==> src/rtl/huffman_pkg.sv <==
`default_nettype none
`timescale 1ns/1ps
// ============================================================================
// Module      : huffman_pkg
// Description : Shared sizes, node count and FSM encoding for the Huffman
//               code-table builder.
// Revision    : 1.0 - initial release
// ============================================================================
package huffman_pkg;

  localparam int NSYM    = 10;           // alphabet size, symbols 0..9
  localparam int NCHAR   = 256;          // symbols per block
  localparam int SYM_W   = 4;
  localparam int FREQ_W  = 13;
  localparam int LEN_W   = 4;
  localparam int CODE_W  = 9;
  localparam int ENTRY_W = 13;           // {length, code}
  localparam int NNODE   = 2 * NSYM - 1; // 10 leaves + 9 internal nodes = 19
  localparam int NODE_W  = $clog2(NNODE);

  localparam logic [2:0] ST_IDLE  = 3'd0;
  localparam logic [2:0] ST_COUNT = 3'd1;
  localparam logic [2:0] ST_TREE  = 3'd2;
  localparam logic [2:0] ST_CODE  = 3'd3;
  localparam logic [2:0] ST_DONE  = 3'd4;

  typedef enum logic [2:0] {
    S_IDLE  = ST_IDLE,
    S_COUNT = ST_COUNT,
    S_TREE  = ST_TREE,
    S_CODE  = ST_CODE,
    S_DONE  = ST_DONE
  } state_t;

endpackage
`default_nettype wire

==> src/rtl/huff_min2_select.sv <==
`default_nettype none
`timescale 1ns/1ps
// ============================================================================
// Module      : huff_min2_select
// Description : Combinational pick of the two lightest active nodes out of
//               the 19-node tree; ties go to the lower node index.
// Revision    : 1.0 - initial release
// ============================================================================
module huff_min2_select
  import huffman_pkg::*;
(
  input  logic [NNODE*FREQ_W-1:0] i_weights,
  input  logic [NNODE-1:0]        i_active,
  output logic [NODE_W-1:0]       o_idx_a,
  output logic [NODE_W-1:0]       o_idx_b,
  output logic [FREQ_W-1:0]       o_w_a,
  output logic [FREQ_W-1:0]       o_w_b,
  output logic                    o_found
);

  logic w_have_a;
  logic w_have_b;

  // Lightest active node; strict '<' keeps the lowest index on ties.
  always_comb begin
    w_have_a = 1'b0;
    o_idx_a  = '0;
    o_w_a    = '0;
    for (int i = 0; i < NNODE; i++) begin
      if (i_active[i] && (!w_have_a || (i_weights[i*FREQ_W +: FREQ_W] < o_w_a))) begin
        w_have_a = 1'b1;
        o_idx_a  = NODE_W'(i);
        o_w_a    = i_weights[i*FREQ_W +: FREQ_W];
      end
    end
  end

  // Second lightest active node, excluding the first pick.
  always_comb begin
    w_have_b = 1'b0;
    o_idx_b  = '0;
    o_w_b    = '0;
    for (int i = 0; i < NNODE; i++) begin
      if (i_active[i] && (NODE_W'(i) != o_idx_a) &&
          (!w_have_b || (i_weights[i*FREQ_W +: FREQ_W] < o_w_b))) begin
        w_have_b = 1'b1;
        o_idx_b  = NODE_W'(i);
        o_w_b    = i_weights[i*FREQ_W +: FREQ_W];
      end
    end
  end

  assign o_found = w_have_a && w_have_b;

endmodule
`default_nettype wire

==> src/rtl/huffman_code_builder.sv <==
`default_nettype none
`timescale 1ns/1ps
// ============================================================================
// Module      : huffman_code_builder
// Description : Builds a Huffman code table for a 256-symbol block:
//               COUNT (256 cycles) -> TREE (9 cycles) -> CODE (10 cycles)
//               -> DONE. done rises one cycle after DONE is entered.
//               Optional macro HUFF_FREQ_PORT_EN adds the freq_out port.
// Revision    : 1.0 - initial release
// ============================================================================
module huffman_code_builder
  import huffman_pkg::*;
#(
  parameter int NSYM  = 10,
  parameter int NCHAR = 256
) (
  input  logic                     CLK,
  input  logic                     nRST,
  input  logic                     start,
  input  logic [NCHAR*SYM_W-1:0]   character_in,
  output logic [NSYM*ENTRY_W-1:0]  code_table,
  output logic                     busy,
  output logic                     done
`ifdef HUFF_FREQ_PORT_EN
  ,
  output logic [NSYM*FREQ_W-1:0]   freq_out
`endif
);

  // One counter serves COUNT (0..NCHAR-1), TREE (0..8) and CODE (0..9).
  localparam int c_cnt_w = ($clog2(NCHAR) > 4) ? $clog2(NCHAR) : 4;

  state_t                   r_state;
  logic [c_cnt_w-1:0]       r_cnt;
  logic [NCHAR*SYM_W-1:0]   r_chars;      // latched block, shifted one symbol per COUNT cycle
  logic [FREQ_W-1:0]        r_freq [NSYM];
  logic [FREQ_W-1:0]        r_iw   [NSYM-1];
  logic [NODE_W-1:0]        r_par  [NNODE];
  logic [NNODE-1:0]         r_merged;
  logic [NNODE-1:0]         r_has_par;
  logic [NNODE-1:0]         r_bit;        // branch bit from this node to its parent
  logic [3:0]               r_nmerge;
  logic                     r_done;
  logic [NSYM*ENTRY_W-1:0]  r_table;

  logic [SYM_W-1:0]         w_sym;
  logic [NNODE*FREQ_W-1:0]  w_weights;
  logic [NNODE-1:0]         w_active;
  logic [NODE_W-1:0]        w_idx_a;
  logic [NODE_W-1:0]        w_idx_b;
  logic [FREQ_W-1:0]        w_w_a;
  logic [FREQ_W-1:0]        w_w_b;
  logic                     w_found;
  logic [SYM_W-1:0]         w_leaf;
  logic [NODE_W-1:0]        w_cur;
  logic [LEN_W-1:0]         w_len;
  logic [CODE_W-1:0]        w_code;
  logic                     w_leaf_nz;
  logic [ENTRY_W-1:0]       w_entry;

  assign w_sym = r_chars[SYM_W-1:0];

  // Leaves carry the symbol counts; a node is active while it has weight and no parent.
  for (genvar gi = 0; gi < NSYM; gi++) begin : g_leaf
    assign w_weights[gi*FREQ_W +: FREQ_W] = r_freq[gi];
    assign w_active[gi] = (r_freq[gi] != '0) && !r_merged[gi];
  end

  // Internal nodes have zero weight until created, so they are inactive before then.
  for (genvar gj = 0; gj < NSYM-1; gj++) begin : g_inner
    assign w_weights[(NSYM+gj)*FREQ_W +: FREQ_W] = r_iw[gj];
    assign w_active[NSYM+gj] = (r_iw[gj] != '0) && !r_merged[NSYM+gj];
  end

  huff_min2_select u_min2 (
    .i_weights (w_weights),
    .i_active  (w_active),
    .o_idx_a   (w_idx_a),
    .o_idx_b   (w_idx_b),
    .o_w_a     (w_w_a),
    .o_w_b     (w_w_b),
    .o_found   (w_found)
  );

  // Walk leaf r_cnt up to the root; bits land LSB-first so the root bit ends up MSB.
  always_comb begin
    w_leaf    = r_cnt[SYM_W-1:0];
    w_cur     = NODE_W'(w_leaf);
    w_len     = '0;
    w_code    = '0;
    w_leaf_nz = 1'b0;
    for (int i = 0; i < NSYM; i++) begin
      if (w_leaf == SYM_W'(i)) w_leaf_nz = (r_freq[i] != '0);
    end
    for (int d = 0; d < CODE_W; d++) begin
      if (r_has_par[w_cur]) begin
        w_code[d] = r_bit[w_cur];
        w_len     = w_len + 1'b1;
        w_cur     = r_par[w_cur];
      end
    end
    // A lone nonzero symbol has no parent but still needs a 1-bit code.
    if (w_len != '0)   w_entry = {w_len, w_code};
    else if (w_leaf_nz) w_entry = {LEN_W'(1), CODE_W'(0)};
    else               w_entry = '0;
  end

  // Main sequencer: counting, tree merging, code extraction and handshake.
  always_ff @(posedge CLK or negedge nRST) begin
    if (!nRST) begin
      r_state   <= S_IDLE;
      r_cnt     <= '0;
      r_chars   <= '0;
      r_merged  <= '0;
      r_has_par <= '0;
      r_bit     <= '0;
      r_nmerge  <= '0;
      r_done    <= 1'b0;
      r_table   <= '0;
      for (int i = 0; i < NSYM; i++)   r_freq[i] <= '0;
      for (int j = 0; j < NSYM-1; j++) r_iw[j]   <= '0;
      for (int n = 0; n < NNODE; n++)  r_par[n]  <= '0;
    end else begin
      case (r_state)
        S_IDLE, S_DONE: begin
          if (start) begin
            r_state   <= S_COUNT;
            r_cnt     <= '0;
            r_chars   <= character_in;
            r_merged  <= '0;
            r_has_par <= '0;
            r_bit     <= '0;
            r_nmerge  <= '0;
            r_done    <= 1'b0;
            r_table   <= '0;
            for (int i = 0; i < NSYM; i++)   r_freq[i] <= '0;
            for (int j = 0; j < NSYM-1; j++) r_iw[j]   <= '0;
            for (int n = 0; n < NNODE; n++)  r_par[n]  <= '0;
          end else if (r_state == S_DONE) begin
            r_done <= 1'b1;
          end
        end
        S_COUNT: begin
          for (int i = 0; i < NSYM; i++) begin
            if (w_sym == SYM_W'(i)) r_freq[i] <= r_freq[i] + 1'b1;
          end
          r_chars <= r_chars >> SYM_W;
          if (r_cnt == c_cnt_w'(NCHAR-1)) begin
            r_cnt   <= '0;
            r_state <= S_TREE;
          end else begin
            r_cnt <= r_cnt + 1'b1;
          end
        end
        S_TREE: begin
          if (w_found) begin
            r_iw[r_nmerge]     <= w_w_a + w_w_b;
            r_merged[w_idx_a]  <= 1'b1;
            r_merged[w_idx_b]  <= 1'b1;
            r_has_par[w_idx_a] <= 1'b1;
            r_has_par[w_idx_b] <= 1'b1;
            r_bit[w_idx_a]     <= 1'b0;
            r_bit[w_idx_b]     <= 1'b1;
            r_par[w_idx_a]     <= NODE_W'(NSYM) + NODE_W'(r_nmerge);
            r_par[w_idx_b]     <= NODE_W'(NSYM) + NODE_W'(r_nmerge);
            r_nmerge           <= r_nmerge + 1'b1;
          end
          if (r_cnt == c_cnt_w'(NSYM-2)) begin
            r_cnt   <= '0;
            r_state <= S_CODE;
          end else begin
            r_cnt <= r_cnt + 1'b1;
          end
        end
        S_CODE: begin
          r_table[r_cnt*ENTRY_W +: ENTRY_W] <= w_entry;
          if (r_cnt == c_cnt_w'(NSYM-1)) begin
            r_cnt   <= '0;
            r_state <= S_DONE;
          end else begin
            r_cnt <= r_cnt + 1'b1;
          end
        end
        default: r_state <= S_IDLE;
      endcase
    end
  end

  assign busy       = (r_state == S_COUNT) || (r_state == S_TREE) || (r_state == S_CODE);
  assign done       = r_done;
  assign code_table = r_table;

`ifdef HUFF_FREQ_PORT_EN
  for (genvar gf = 0; gf < NSYM; gf++) begin : g_freq
    assign freq_out[gf*FREQ_W +: FREQ_W] = r_freq[gf];
  end
`endif

endmodule
`default_nettype wire

==> config.mk <==
export PLATFORM = sky130hd
export DESIGN_NAME = huffman_code_builder
export DESIGN_NICKNAME = d
export VERILOG_FILES = /design/src/rtl/huffman_pkg.sv /design/src/rtl/huff_min2_select.sv /design/src/rtl/huffman_code_builder.sv
export SDC_FILE = /design/constraint.sdc
export NUM_CORES = 2
export LEC_CHECK = 0
export BUFFER_PORTS_ARGS = -buffer_cell sky130_fd_sc_hd__buf_2
export CAP_MARGIN = 20
export CORE_AREA = 5 5 454 456
export CTS_BUF_LIST = sky130_fd_sc_hd__clkbuf_4
export DETAILED_ROUTE_END_ITERATION = 10
export DIE_AREA = 0 0 459 461
export PLACE_DENSITY = 0.67
export SETUP_SLACK_MARGIN = 0.05
export SLEW_MARGIN = 20
export SYNTH_ARGS = -nofsm -noshare
export SYNTH_HDL_FRONTEND = slang
export SYNTH_SLANG_ARGS = --single-unit
==> constraint.sdc <==
create_clock -name CLK -period 125.6 [get_ports CLK]
set_input_delay 6.28 -clock CLK [delete_from_list [all_inputs] [get_ports CLK]]
set_output_delay 6.28 -clock CLK [all_outputs]
set_load 0.005 [all_outputs]
== Yosys cells after proc, flatten, opt, wreduce, memory -nomap -nowiden ==
Cells that the tools add are included.
W data, S select, Z words.

* Bits in registers: 1569
* Input bits: 1027
* Output and inout port bits: 132
* Word-level logic and storage cells: 698

* $add $sub $neg: 23
* $mul: 1
* Order comparisons: 63
* Equality and inequality tests: 58
* Shift operators: 2
* Multiplexer cells: 267
* Bitwise gates (word level): 18
* Reductions and logical operators: 219

{| class="wikitable"
|+ Operators with widths
! cell !! number
|-
| $pmux W1024 S2 || 1
|-
| $mux W1024 || 1
|-
| $mux W13 || 50
|-
| $pmux W130 S2 || 2
|-
| $lt A13 B13 Y1 || 36
|-
| $reduce_bool A13 Y1 || 19
|-
| $mux W117 || 2
|-
| $pmux W117 S2 || 1
|-
| $bmux W5 S5 || 8
|-
| $bwmux W95 || 2
|-
| $mux W95 || 2
|-
| $pmux W95 S2 || 1
|-
| $mux W5 || 32
|-
| $add A13 B1 Y13 const B || 10
|-
| $bwmux W130 || 1
|-
| $mux W130 || 1
|-
| $shift A13 B34 Y130 const A || 1
|-
| $shiftx A13 B34 Y130 || 1
|-
| $bwmux W117 || 1
|-
| $pmux W19 S2 || 3
|-
| $mux W4 || 26
|-
| $or A19 B19 Y19 || 5
|-
| $mux W1 || 82
|-
| $bmux W1 S5 || 16
|-
| 58 further kinds || 347
|}

== Longest topological paths before layout ==
* Word-level depth: 158
* Mapped depth: 511

== Cells and area by module ==
Synthesis repeated with hierarchy kept, for this count alone.

* Cell total of the unflattened synthesis: 13239
* Area total of the unflattened synthesis: 104207.4 µm²

{| class="wikitable"
|+ By module, submodules not included
! module !! instances !! cells an instance !! area each (µm²) !! sequential area each (µm²)
|-
| huffman_code_builder || 1 || 10162 || 83336.2 || 39262.7
|-
| huff_min2_select || 1 || 3077 || 20871.3 || 0.0
|}

== Worst setup path before layout ==
No wires, ideal clock.

* Path kind: register to register
* From: register r_freq[117] (netlist name)
* To: register r_iw[12] (netlist name)
* Setup time: 0.137 ns
* Arrival: 85.347 ns
* Required time: 125.463 ns
* Path slack: 40.116 ns
* Stages on the path, launching flop included: 493
* Path buffers: 72
* Cell sequence: dfrtp_1 -> inv_1 -> ha_1 -> nor4b_4 -> a31oi_4 -> nand2_1 -> ha_1 -> and2_1 -> a311oi_1 -> o2111ai_1 -> a31o_1 -> buf_6 -> buf_6 -> mux2_2 -> ha_1 -> nand2_1 -> o21ai_0 -> a21oi_1 -> [... 457 more ...] -> a21oi_2 -> o31ai_4 -> buf_2 -> mux2_1 -> ha_1 -> fa_1 -> a21o_1 -> a21oi_1 -> o21bai_1 -> a21oi_1 -> o21bai_1 -> a21oi_1 -> o21bai_1 -> a21oi_1 -> o21bai_1 -> a21oi_1 -> xor2_2 -> o31ai_2

* Longest elaborated chain between the ends: 154
* Elaborated cells between the ends (all ways): 285
* Classes of those cells: 1 x add/sub; 36 x order compare; 19 x eq/ne; 97 x mux; 132 x reduce/logical

{| class="wikitable"
|+ RTL lines
! element !! RTL line !! text
|-
| start: declaration || huffman_code_builder.sv:36 || <nowiki>logic [FREQ_W-1:0] r_freq [NSYM];</nowiki>
|-
| start signal: indexed assignment || huffman_code_builder.sv:145 || <nowiki>if (w_sym == SYM_W'(i)) r_freq[i] <= r_freq[i] + 1'b1;</nowiki>
|-
| $reduce_bool A13 Y1 || huffman_code_builder.sv:66 || <nowiki>assign w_active[gi] = (r_freq[gi] != '0) && !r_merged[gi];</nowiki>
|-
| $logic_and A1 B1 Y1 || huffman_code_builder.sv:66 ||
|-
| $mux W13 or $mux W1 (tied branches) || huff_min2_select.sv:30 || <nowiki>if (i_active[i] && (!w_have_a || (i_weights[i*FREQ_W +: FREQ_W] < o_w_a))) begin</nowiki>
|-
| $lt A13 B13 Y1 or $logic_not A1 Y1 (tied branches) || huff_min2_select.sv:30 ||
|-
| $logic_or A1 B1 Y1 || huff_min2_select.sv:30 ||
|-
| $logic_and A1 B1 Y1 || huff_min2_select.sv:30 ||
|-
| $mux W13 or $mux W1 (tied branches) || huff_min2_select.sv:30 ||
|-
| $lt A13 B13 Y1 or $logic_not A1 Y1 (tied branches) || huff_min2_select.sv:30 ||
|-
| [... 138 more ...] || -- ||
|-
| $lt A13 B13 Y1 or $logic_not A1 Y1 (tied branches) || huff_min2_select.sv:45 || <nowiki>(!w_have_b || (i_weights[i*FREQ_W +: FREQ_W] < o_w_b))) begin</nowiki>
|-
| $logic_or A1 B1 Y1 || huff_min2_select.sv:45 ||
|-
| $logic_and A1 B1 Y1 || huff_min2_select.sv:44 || <nowiki>if (i_active[i] && (NODE_W'(i) != o_idx_a) &&</nowiki>
|-
| $mux W13 || huff_min2_select.sv:44 ||
|-
| $add A13 B13 Y13 || huffman_code_builder.sv:157 || <nowiki>r_iw[r_nmerge] <= w_w_a + w_w_b;</nowiki>
|-
| $bwmux W117 || huffman_code_builder.sv:157 ||
|-
| $mux W117 || huffman_code_builder.sv:156 || <nowiki>if (w_found) begin</nowiki>
|-
| $pmux W117 S2 || huffman_code_builder.sv:124 || <nowiki>case (r_state)</nowiki>
|-
| end signal: indexed assignment || huffman_code_builder.sv:157 ||
|-
| end: declaration || huffman_code_builder.sv:37 || <nowiki>logic [FREQ_W-1:0] r_iw [NSYM-1];</nowiki>
|}

Parallel ways exist; a longest one is shown, timed or not. The select of a mux whose other input is x is not followed.
A chain may end at the register's enable or synchronous reset.

== Worst setup path after layout ==
Ends and elaborated chain as after synthesis.

==> reports/qor.yml <==
overflow: 0
cts_inserted_buffers: 436
synth_xor_area_frac: 0.0126
io_buffers: 1158
synth_flop_cell: "dfrtp_1"
worstPathRequired_ps: 126860
gp_congestion: 1.02
die_y_um: 461
cpMaxStageDelayCell: "o21ai_0"
fin_area_um2: 114000
grt_usage: 0.386
final_cell_mix: "nand2_1 (2703), dfrtp_1 (1568), nor2_1 (1561), buf_2 (1157), a31oi_1 (1090)"
htreeDepth: 5
avgSynthCellArea_um2: 8.31
dr_wl_met2_um: 185000
drt-pass1-iter-count: 9
synth_fa_ha_area_frac: 0.0531
holdWs_ps: 465
max_freq_mhz: 9.99
drt-wirelength-per-cell_um: 26.2
grt_pass1_vias: 94508
drt_first_iter_violations: 12418
ant_nets: 0
synth_compound_area_frac: 0.192
cp_common_cell: "a21oi_1"
synthSimpleGateAreaFrac: 0.221
worstPathArrival_ps: 101360
r2r_cells: 441
top_layer: "met5"
drive_gt1_frac: 0.195
yosysSeqAreaShare: 0.387
fin_tns_setup_ps: 0
place_area_um2: 108000
ff_latch_area_um2: 39300
post-place-ws_ps: 27130
drc: 0
synthesis.nets: 13647
die_w_um: 459
finalWorstSetupSlack_ps: 25500
insertion_delay_ps: 1480
start_util: 0.504
post_cts_buffers: 0
grt_max_degree: 259
via_per_inst: 6.23
die_area_um2: 212000
fin_crit_ps: 100100
multiInputGateArea_um2: 57200
maxCapViolCount: 0
cts_sinks: 1569
cts_buffer_depth: 4
synth_warnings: 0
grt_pass1_wl_um: 618000
post-route-period-util: 0.797
hpwl_um: 319000
drt-total-wl_um: 424000
hold_class: "flop to flop"
synth_mux_area_frac: 0.0829
rsz0062_at_grt: "no"
worstSetupPathType: "flop to flop"
slew_violations: 0
cts_root_buf: "clkbuf_4"
clkTransAtPathRegs_ps: 60
finalSetupViolCount: 0
fin_skew_ps: 169
outcome: "finished, final reports clean"
hold_buffers: 0
crit_path_start_kind: "flop"
num_rows: 165
async_flop_share: 1.00
synthToLayoutAreaGrowth_pct: 12.4
critPathCaptureType: "flop"
holdPathEnd: "r_chars[87]"
io_pins: 1159
final_common_cell: "nand2_1"
core_um2: 201000
wl_met1_um: 174000
fill_cells: 18798
vias: 101069
hold_violations: 0
ys_seq_elements: 1569
critPathMaxStageDelay_ps: 950
cts_tree: "built"
synthDistinctLibCells: 170
min_path_cells: 2
cts-resized-gates: 0
synth_edf_count: 0
routed-wl-met3_um: 42800
cp_max_fo: 30
synth_top_family_by_area: "simple AND/OR/NAND/NOR gates"
rrSetupSlack_ps: 25500
rr_endpoint: "r_iw[12]"
slew_headroom: 0.177
synth.cell_area_um2: 101000
syn_inst: 12203
rr_startpoint: "r_freq[117]"
tightest_slew_ps: 1200
fin_nets: 14549
hold_start: "r_chars[91]"
antenna_found_initial: 201
==> layout make-up <==
cell class,instances,share of cell area
multi-input cells,9447,0.502
flip-flops and latches,1569,0.344
repair buffers,1338,0.0638
clock buffers,616,0.0406
well taps,2672,0.0293
inverters,313,0.0103
clock inverters,130,0.00656
diodes,133,0.00292
==> metrics by stage <==
step                utilization  cells
floorplan                     -  12203
global placement          0.538  15338
detailed placement        0.538  15338
CTS                       0.564  16084
global route              0.566  16182
finish                    0.566  16218
==> synthesized netlist by cell type (38+ instances only) <==
| master | number | area share |
|---|---|---|
| nor4_1 | 47 | 0.0029 |
| xnor2_1 | 83 | 0.0072 |
| nand4_1 | 113 | 0.0070 |
| o31ai_1 | 38 | 0.0028 |
| buf_1 | 53 | 0.0020 |
| a22o_1 | 86 | 0.0074 |
| a21o_1 | 100 | 0.0074 |
| nor3_1 | 98 | 0.0048 |
| ha_1 | 416 | 0.051 |
| a21oi_1 | 446 | 0.022 |
| clkbuf_1 | 718 | 0.027 |
| nand3_1 | 328 | 0.016 |
| o21ai_1 | 51 | 0.0025 |
| inv_1 | 310 | 0.011 |
| nand2_1 | 2706 | 0.10 |
| buf_6 | 38 | 0.0042 |
| mux2_2 | 125 | 0.014 |
| mux2i_1 | 293 | 0.029 |
| nor2_1 | 1565 | 0.058 |
| o211ai_1 | 57 | 0.0042 |
| xor2_1 | 59 | 0.0051 |
| o21ai_0 | 575 | 0.028 |
| a211oi_1 | 87 | 0.0064 |
| a31oi_1 | 1091 | 0.067 |
| nand2b_1 | 45 | 0.0028 |
| dfrtp_1 | 1569 | 0.39 |
| nor2b_1 | 89 | 0.0055 |
| mux4_2 | 171 | 0.038 |
| or3_1 | 40 | 0.0025 |
==> worst max-delay path, delay by kind of cell, from the launching register on <==
family,cells,cell delay (ps)
multiplexers,10,3770
AND/OR/NAND/NOR,118,21620
XOR/XNOR,1,680
flip-flops,1,510
AO/OA/AOI/OAI,246,55720
adder cells (fa/ha/maj),42,13060
buffers and inverters,24,4300
==> state kept, by name, summed over array words and instances (netlist names), 3 cells and up <==
signal / cells
r_chars: 1024
r_cnt: 8
r_iw: 117
r_freq: 130
r_state: 3
code_table: 130
r_merged: 19
r_nmerge: 4
r_has_par: 19
r_bit: 19
r_par: 95
==> logic make-up (layout without fill, tap and decap cells) <==
kind of cell    Yosys count  in the layout
flops                  1569           1569
xor+xnor                144            144
compound gates         2971           2971
mux                     603            603
buf+inv                1187           2397
simple gates           5297           5297
fa+ha+maj               432            432
other cells               0            133
==> how the worst max path moves through the flow <==
stage                           start        to  slack (ps)
final                     r_freq[117]  r_iw[12]       25500
after global routing      r_freq[117]  r_iw[12]       17780
after CTS                 r_freq[117]  r_iw[12]       26880
after detailed placement  r_freq[117]  r_iw[12]       27130
after global placement    r_freq[117]  r_iw[12]       28550
after floorplan           r_freq[117]  r_iw[12]       40120
==> layer usage <==
layer,vias up,track usage
met5,-,0
met1,48997,0.524
li1,45356,-
met3,1133,0.102
met2,5509,0.571
met4,74,0.192
Power is not shown: default switching activity piles up to over one toggle a cycle in this logic, so the estimate is an artifact.
